<file path="src/rtl/tomasula_types.sv">
// Shared types for the Tomasulo issue path: dispatch word, ALU issue word and opcodes.
package tomasula_types;

    localparam int ROB_TAG_W = 3;

    typedef enum logic [6:0] {
        OP_ALU    = 7'b0110011,
        OP_ALUI   = 7'b0010011,
        OP_LUI    = 7'b0110111,
        OP_AUIPC  = 7'b0010111,
        OP_BRANCH = 7'b1100011
    } op_t;

    typedef struct packed {
        op_t                  op;
        logic [2:0]           funct3;
        logic [6:0]           funct7;
        logic [ROB_TAG_W-1:0] src1_tag;
        logic [31:0]          src1_data;
        logic                 src1_valid;
        logic [ROB_TAG_W-1:0] src2_tag;
        logic [31:0]          src2_data;
        logic                 src2_valid;
        logic [ROB_TAG_W-1:0] rd_tag;
        logic [31:0]          pc;
    } res_word;

    typedef struct packed {
        op_t                  op;
        logic [2:0]           funct3;
        logic [6:0]           funct7;
        logic [31:0]          src1_data;
        logic [31:0]          src2_data;
        logic [31:0]          pc;
        logic [ROB_TAG_W-1:0] tag;
    } alu_word;

    function automatic alu_word to_alu(input res_word w);
        alu_word a;
        a.op        = w.op;
        a.funct3    = w.funct3;
        a.funct7    = w.funct7;
        a.src1_data = w.src1_data;
        a.src2_data = w.src2_data;
        a.pc        = w.pc;
        a.tag       = w.rd_tag;
        return a;
    endfunction

endpackage

</file>
<file path="src/rtl/rs_age_matrix.sv">
// Age matrix for the reservation station: picks the oldest ready entry as a one-hot select.
module rs_age_matrix #(
    parameter int DEPTH = 4
) (
    input  logic             clk,
    input  logic             rst_n,
    input  logic [DEPTH-1:0] set,
    input  logic [DEPTH-1:0] clear,
    input  logic [DEPTH-1:0] ready,
    output logic [DEPTH-1:0] oldest
);

    // age[i][j] = 1 means entry i was allocated before entry j
    logic [DEPTH-1:0] age [DEPTH];

    always_ff @(posedge clk or negedge rst_n) begin
        if (!rst_n) begin
            for (int i = 0; i < DEPTH; i++) begin
                age[i] <= '0;
            end
        end else begin
            for (int i = 0; i < DEPTH; i++) begin
                for (int j = 0; j < DEPTH; j++) begin
                    if (set[i] || clear[i]) begin
                        age[i][j] <= 1'b0;
                    end else if (set[j]) begin
                        age[i][j] <= 1'b1;
                    end
                end
            end
        end
    end

    // Stale bits of freed entries are harmless: freed entries are never ready.
    always_comb begin
        for (int i = 0; i < DEPTH; i++) begin
            oldest[i] = ready[i];
            for (int j = 0; j < DEPTH; j++) begin
                if (j != i && ready[j] && age[j][i]) begin
                    oldest[i] = 1'b0;
                end
            end
        end
    end

endmodule

</file>
<file path="src/rtl/reservation_station.sv">
// Reservation station: holds dispatched ops, wakes operands from the CDB, issues oldest ready.
module reservation_station
    import tomasula_types::*;
#(
    parameter int DEPTH   = 4,
    parameter int NUM_CDB = 2,
    parameter int TAG_W   = ROB_TAG_W
) (
    input  logic                             clk,
    input  logic                             rst_n,
    input  logic                             flush,
    input  logic                             disp_valid,
    output logic                             disp_ready,
    input  res_word                          disp_word,
    input  logic [NUM_CDB-1:0]               cdb_valid,
    input  logic [NUM_CDB-1:0][TAG_W-1:0]    cdb_tag,
    input  logic [NUM_CDB-1:0][31:0]         cdb_data,
    output logic                             iss_valid,
    input  logic                             iss_ready,
    output alu_word                          iss_word,
    output logic [$clog2(DEPTH):0]           occupancy
);

    localparam int OCC_W = $clog2(DEPTH) + 1;
    // Operand slots: two per entry, plus the two operands of the incoming dispatch word.
    localparam int NOPS  = 2 * (DEPTH + 1);

    logic [DEPTH-1:0] valid;
    res_word          ent [DEPTH];

    logic [DEPTH-1:0] ready_vec;
    logic [DEPTH-1:0] free_oh;
    logic [DEPTH-1:0] sel;
    logic [DEPTH-1:0] age_set;
    logic [DEPTH-1:0] age_clear;
    logic             disp_fire;
    logic             iss_fire;
    res_word          disp_byp;

    logic [TAG_W-1:0]       op_tag [NOPS];
    logic [NOPS-1:0]        wake_hit;
    logic [NOPS-1:0][31:0]  wake_data;

    // Both ports use valid/ready: a transfer happens on a rising edge where valid and
    // ready are both 1; ready and valid depend only on registered state.
    assign disp_ready = ~&valid;
    assign disp_fire  = disp_valid && disp_ready;
    assign iss_valid  = |ready_vec;
    assign iss_fire   = iss_valid && iss_ready;

    // Lowest clear bit of valid is the allocation target.
    assign free_oh = ~valid & (valid + DEPTH'(1));

    always_comb begin
        for (int i = 0; i < DEPTH; i++) begin
            ready_vec[i] = valid[i] && ent[i].src1_valid && ent[i].src2_valid;
        end
    end

    always_comb begin
        occupancy = '0;
        for (int i = 0; i < DEPTH; i++) begin
            occupancy = occupancy + OCC_W'(valid[i]);
        end
    end

    always_comb begin
        for (int i = 0; i < DEPTH; i++) begin
            op_tag[2*i]   = ent[i].src1_tag;
            op_tag[2*i+1] = ent[i].src2_tag;
        end
        op_tag[2*DEPTH]   = disp_word.src1_tag;
        op_tag[2*DEPTH+1] = disp_word.src2_tag;
    end

    for (genvar k = 0; k < NOPS; k++) begin : g_cdb_match
        logic        hit;
        logic [31:0] data;
        // Scan high to low so the lowest-numbered matching lane is the one that sticks.
        always_comb begin
            hit  = 1'b0;
            data = '0;
            for (int l = NUM_CDB - 1; l >= 0; l--) begin
                if (cdb_valid[l] && cdb_tag[l] == op_tag[k]) begin
                    hit  = 1'b1;
                    data = cdb_data[l];
                end
            end
        end
        assign wake_hit[k]  = hit;
        assign wake_data[k] = data;
    end

    always_comb begin
        disp_byp = disp_word;
        if (!disp_word.src1_valid && wake_hit[2*DEPTH]) begin
            disp_byp.src1_valid = 1'b1;
            disp_byp.src1_data  = wake_data[2*DEPTH];
        end
        if (!disp_word.src2_valid && wake_hit[2*DEPTH+1]) begin
            disp_byp.src2_valid = 1'b1;
            disp_byp.src2_data  = wake_data[2*DEPTH+1];
        end
    end

    always_ff @(posedge clk or negedge rst_n) begin
        if (!rst_n) begin
            valid <= '0;
        end else if (flush) begin
            valid <= '0;
        end else begin
            for (int i = 0; i < DEPTH; i++) begin
                if (iss_fire && sel[i]) begin
                    valid[i] <= 1'b0;
                end
                if (disp_fire && free_oh[i]) begin
                    valid[i] <= 1'b1;
                end
            end
        end
    end

    // Payload carries no reset; valid gates every use of it.
    always_ff @(posedge clk) begin
        for (int i = 0; i < DEPTH; i++) begin
            if (!flush && disp_fire && free_oh[i]) begin
                ent[i] <= disp_byp;
            end else if (!flush && valid[i]) begin
                if (!ent[i].src1_valid && wake_hit[2*i]) begin
                    ent[i].src1_valid <= 1'b1;
                    ent[i].src1_data  <= wake_data[2*i];
                end
                if (!ent[i].src2_valid && wake_hit[2*i+1]) begin
                    ent[i].src2_valid <= 1'b1;
                    ent[i].src2_data  <= wake_data[2*i+1];
                end
            end
        end
    end

    assign age_set   = (disp_fire && !flush) ? free_oh : '0;
    assign age_clear = flush ? '1 : (iss_fire ? sel : '0);

    rs_age_matrix #(
        .DEPTH (DEPTH)
    ) u_age (
        .clk    (clk),
        .rst_n  (rst_n),
        .set    (age_set),
        .clear  (age_clear),
        .ready  (ready_vec),
        .oldest (sel)
    );

    always_comb begin
        iss_word = '0;
        for (int i = 0; i < DEPTH; i++) begin
            if (sel[i]) begin
                iss_word = to_alu(ent[i]);
            end
        end
    end

endmodule

</file>
<file path="config.mk">
export PLATFORM = sky130hd
export DESIGN_NAME = reservation_station
export DESIGN_NICKNAME = d
export VERILOG_FILES = /design/src/rtl/tomasula_types.sv /design/src/rtl/rs_age_matrix.sv /design/src/rtl/reservation_station.sv
export SDC_FILE = /design/constraint.sdc
export NUM_CORES = 1
export LEC_CHECK = 0
export ABC_AREA = 1
export BUFFER_PORTS_ARGS = -buffer_cell sky130_fd_sc_hd__buf_2
export CAP_MARGIN = 20
export CORE_MARGIN = 5
export CORE_UTILIZATION = 36
export DETAILED_ROUTE_END_ITERATION = 8
export HOLD_SLACK_MARGIN = 0.02
export SLEW_MARGIN = 15
export SYNTH_ARGS = -nofsm -noshare
export SYNTH_HDL_FRONTEND = slang
export SYNTH_SLANG_ARGS = --single-unit
</file>
<file path="constraint.sdc">
create_clock -name clk -period 3.5 [get_ports clk]
set_clock_uncertainty 0.2 [all_clocks]
set_input_delay 0.35 -clock clk [delete_from_list [all_inputs] [get_ports clk]]
set_output_delay 0.35 -clock clk [all_outputs]
set_load 0.005 [all_outputs]
</file>
# Yosys cells after proc, flatten, opt, wreduce, memory -nomap -nowiden

Memories as Yosys holds them, arrays and structs flattened.
Cells that the tools add are included.

Register bits after elaboration: 16
Logic and storage cells: 304
Memories: 1
Bits in writable memories: 496
Output and inout bits: 121

Memories:

| name | depth | bits a word | rd ports | clocked after memory_dff | write ports | RTL line                  | text |
|---|---|---|---|---|---|---|---|
| ent  | 4     | 124         | 4        | 0                        | 4           | reservation_station.sv:29 | `res_word ent [DEPTH];` |

Reductions and logical operators: 103
Bitwise logic cells: 18
Equality and inequality tests: 20
Muxes and demuxes: 142
$add $sub $neg: 4

Operators with widths:

| cell                                                           | count |
|---|---|
| 32-bit 2-to-1 mux                                              | 28 |
| 116-bit 2-to-1 mux                                             | 4 |
| 1-bit 2-to-1 mux                                               | 104 |
| 1-bit logical AND                                              | 69 |
| 33-bit 2-to-1 mux                                              | 2 |
| 3-bit equality test                                            | 20 |
| 2-bit nonzero test                                             | 12 |
| 4-bit 2-to-1 mux                                               | 4 |
| 1-bit OR                                                       | 16 |
| 1-bit zero test                                                | 12 |
| 3-bit nonzero test                                             | 4 |
| 4-bit by 1-bit adder with 4-bit output (second input constant) | 1 |
| 4-bit bitwise AND                                              | 1 |
| 1-bit logical OR                                               | 4 |
| 4-bit NOT                                                      | 1 |
| 4-bit AND reduction                                            | 1 |
| 4-bit OR reduction                                             | 1 |
| 2-bit by 1-bit adder with 3-bit output                         | 1 |
| 3-bit by 1-bit adder with 3-bit output                         | 1 |
| 1-bit by 1-bit adder with 2-bit output                         | 1 |

# Longest topological paths before layout

An unclocked memory read counts as a cell.

Depth after elaboration: 11
Mapped depth: 13

# By module

A second synthesis with hierarchy kept.

Cell total of the unflattened synthesis: 3684
Area, all modules: 29044.1 um^2

Modules (own cells, without submodules):

| module              | instances | seq. area each (um^2) | area each (um^2) | cells an instance |
|---|---|---|---|---|
| reservation_station | 1         | 14974.4               | 28513.6          | 3612 |
| rs_age_matrix       | 1         | 300.3                 | 530.5            | 72 |

# Worst setup path before layout

Ideal clock, no wire load.

Kind: register to register
Start point: register valid[0]
End point: memory ent[2][0] in the netlist's numbering, enable pin
Buffers on the path: 1
Data arrival time: 3.052 ns
Stages on the path, launching flop included: 8
Path slack: -0.197 ns
Path through: dfrtp_1 ha_1 nand3_1 nand2_1 nor2_1 nand3_2 inv_1 clkbuf_1

RTL lines:

| element                           | RTL line                   | text |
|---|---|---|
| from (decl)                       | reservation_station.sv:28  | `logic [DEPTH-1:0] valid;` |
| from (signal assigned)            | reservation_station.sv:108 | `valid <= '0;` |
| from (signal assigned)            | reservation_station.sv:110 | `valid <= '0;` |
| from (signal, indexed assignment) | reservation_station.sv:114 | `valid[i] <= 1'b0;` |
| to (decl)                         | reservation_station.sv:29  |  |

==> flow_summary.toml <==
[drt]
num_vias = 30465
drt_first_pass_iters = 8
drt-total-wl_um = 127000
via_per_inst = 5.61
wl_per_cell_um = 23.4
ant_nets = 0
drc = 0
drtIter0Drc = 4246

[power]
p_leak_nw = 16.5
power_mw = 15.4
power-per-cell-area_nw_per_um2 = 421
peakVddDrop_v = 0.000432

[critical_path]
critPathLaunchType = "register"
reg2reg_to = "ent[2][63]"
end_kind = "output port"
crit_chain = "inv_2 > nor2_1 > nand2_1 > nor2_4 > buf_12 > buf_6 > a21oi_1 > nand2_1 > nand2_1 > nand2_1 > buf_2"
slowest_delay_ns = 0.40
reg2reg_from = "valid[0]"
reg2reg_slack_ns = 0.18
slowest_stage = "dfrtp_1"
critical_path_required_ns = 2.95
crit_top_cell = "nand2_1"
worstPathArrival_ns = 2.84
path_max_fanout = 22
critical_path_class = "register to output port"
r2r.worst_path.cells = 10

[worst_hold_path]
hold_end = "ent[0][83]"
hold_start = "disp_word[83]"
hold_class = "input pin to register"
hold_depth = 5

[logic_synthesis]
yosys_warnings = 0
syn-num-nets = 4132
synth_area_um2 = 30200
ys_types = 42
syn_inst = 3926
synth.most_common_cell = "nand2_1"
synth_area_leaders = "edfxtp_1, nand2_1, nand3_1, o21ai_0, nor2_1"
synth_ff_type = "edfxtp_1"
ys_seq_area_share_pct = 50.6
synth_top_area_share_pct = 49.1
synthArstFlopShare_pct = 3.13
yosys.area.top_type = "edfxtp_1"
synth-seq-cells = 512
synth_edf_count = 494
synth_common_cells = "nand2_1, nand3_1, edfxtp_1"
avgSynthCellArea_um2 = 7.69

[clock_tree]
insertion_delay_ns = 0.66
h-tree-depth = 2
cts_made_buffers = 61
tritoncts = "done"
cts_sinks = 512
root_buffer = "clkbuf_16"
clk_pin_slew_ns = 0.06
cts_buffer_depth = 3

[sta]
finalSetupViolCount = 0
finalSetupTns_ns = 0
maxSlewHeadroom_pct = 35.2
worst_pin_slew_ns = 0.970
period_minus_slack_ns = 3.39
hold_violations = 0
slew_violations = 0
setup_slack_ns = 0.108
max_freq_mhz = 295
rsz0062_at_grt = "no"
fin_crit_sh_pct = 96.9

[floorplanning]
boundaryPins = 322
dieArea_um2 = 89800
rows = 106
initial_core_util_pct = 36.2
core_area_um2 = 83400
die_h_um = 300
die_w_um = 300

[job]
drv_cap = 0

[outcome]
status = "finished clean"

[grt]
grt_pass1_wl_um = 183000
grt_overflow = 0
grt_max_degree = 117
antenna_found_initial = 13
grt_use_total_pct = 26.7
grt_pass1_vias = 28557

[final_layout]
finalNetCount = 4495
area_growth_pct = 21.1
final_util_pct = 43.9
layout-drive-gt1-share_pct = 13.6
final_cells = 5430

[placement]
dp_hpwl_um = 78600
dp_slack_ns = 0.625
io_buffers = 321
place.gp.congestion = 0.937
placed_cells = 5158
==> cell type report <==
class	instances	area (µm²)
Inverter	203	769
Antenna cell	11	27.5
Clock buffer	69	1580
Clock inverter	44	433
Multi-Input combinational cell	2938	12900
Tap cell	1080	1350
Timing Repair Buffer	573	4240
Sequential cell	512	15300
Fill cell	8347	46800
==> cell families after synthesis <==
logic type               Yosys count  share of synthesized area, %
AO/OA/AOI/OAI                    291                          5.07
flip-flops                       512                          50.6
adder cells (fa/ha/maj)            5                         0.232
buffers and inverters            476                          6.85
XOR/XNOR                           7                         0.203
AND/OR/NAND/NOR                 2635                          37.1
==> timing repair <==
item,CTS,global route
cloned,0,4
endpoints found under the setup margin,4,89
hold buffers,135,0
buffers inserted,5,4
resized for setup,0,11
endpoints found under the hold margin,411,0
pin swaps,1,2
==> registers in the layout (all words and copies together), names as in the netlist <==
register   flops
ent          496
u_age.age     12
valid          4
==> metrics by stage <==
stage	hold slack (ns)	instance area [µm²]
finish	0.0269	36600
global route	0.0570	36600
CTS	0.0217	36400
detailed placement	0.0980	33000
global placement	0.0920	33000
floorplan	-0.146	30200
==> layer usage <==
layer	global-route usage [%]	up-vias	routed length (µm)	part of all wire, %
li1	-	13870	-	-
met1	35.2	14113	48000	38
met2	42.5	2075	56600	45
met3	6.49	397	16200	13
met4	11.0	10	6310	5.0
met5	0	-	67	0.053
==> placed cells by master, fill, tap and decap left out, types with 5 or more instances in the layout <==
master         synthesis  final
edfxtp_1             494    494
nand3_1              670    670
nor2_1               186    183
buf_6                  7      8
nor3_1               120    120
inv_2                 11     13
buf_2                115    321
bufinv_16              0      6
clkinv_2               0     11
dlygate4sd3_1          0    135
inv_1                174    170
o21ai_0              140    140
clkbuf_1             120      7
xor2_1                 7      7
o21ai_1                6      6
buf_12                 0     26
diode_2                0     11
nand2_2                7     11
buf_4                 23     80
nor2_2                 6      9
dfrtp_1               16     16
nand4_1               55     55
clkinvlp_4             0      5
nand2_1             1567   1563
clkinv_1              18     33
a21oi_1              131    130
clkbuf_16              0     65
==> worst max-delay path by stage <==
| stage | start | endpoint | slack, ns | depth (start not counted) |
|---|---|---|---|---|
| floorplan | valid[0] | u_age.age[1] | 0.49 | 9 |
| global placement | cdb_tag[2] | ent[3][76] | 0.63 | 13 |
| detailed placement | cdb_tag[1] | ent[0][43] | 0.63 | 9 |
| CTS | valid[0] | iss_word[65] | 0.001 | 8 |
| global route | valid[2] | iss_word[60] | 0.005 | 12 |
| finish | valid[1] | iss_word[62] | 0.11 | 11 |
==> where the power goes <==
group | switching, mW | internal, mW
combinational | 1.35 | 0.622
sequential | 0.0512 | 6.92
clock | 2.77 | 3.69
total | 4.17 | 11.2
==> worst max-delay path, delay by kind of cell (launching register included) <==
family	cells	cell delay, ns
AOI/OAI and AO/OA	1	0.13
DFF	1	0.40
buffers and inverters	4	0.79
and+or+nand+nor	6	0.86
Note: power is estimated with default switching activity, not from simulation.
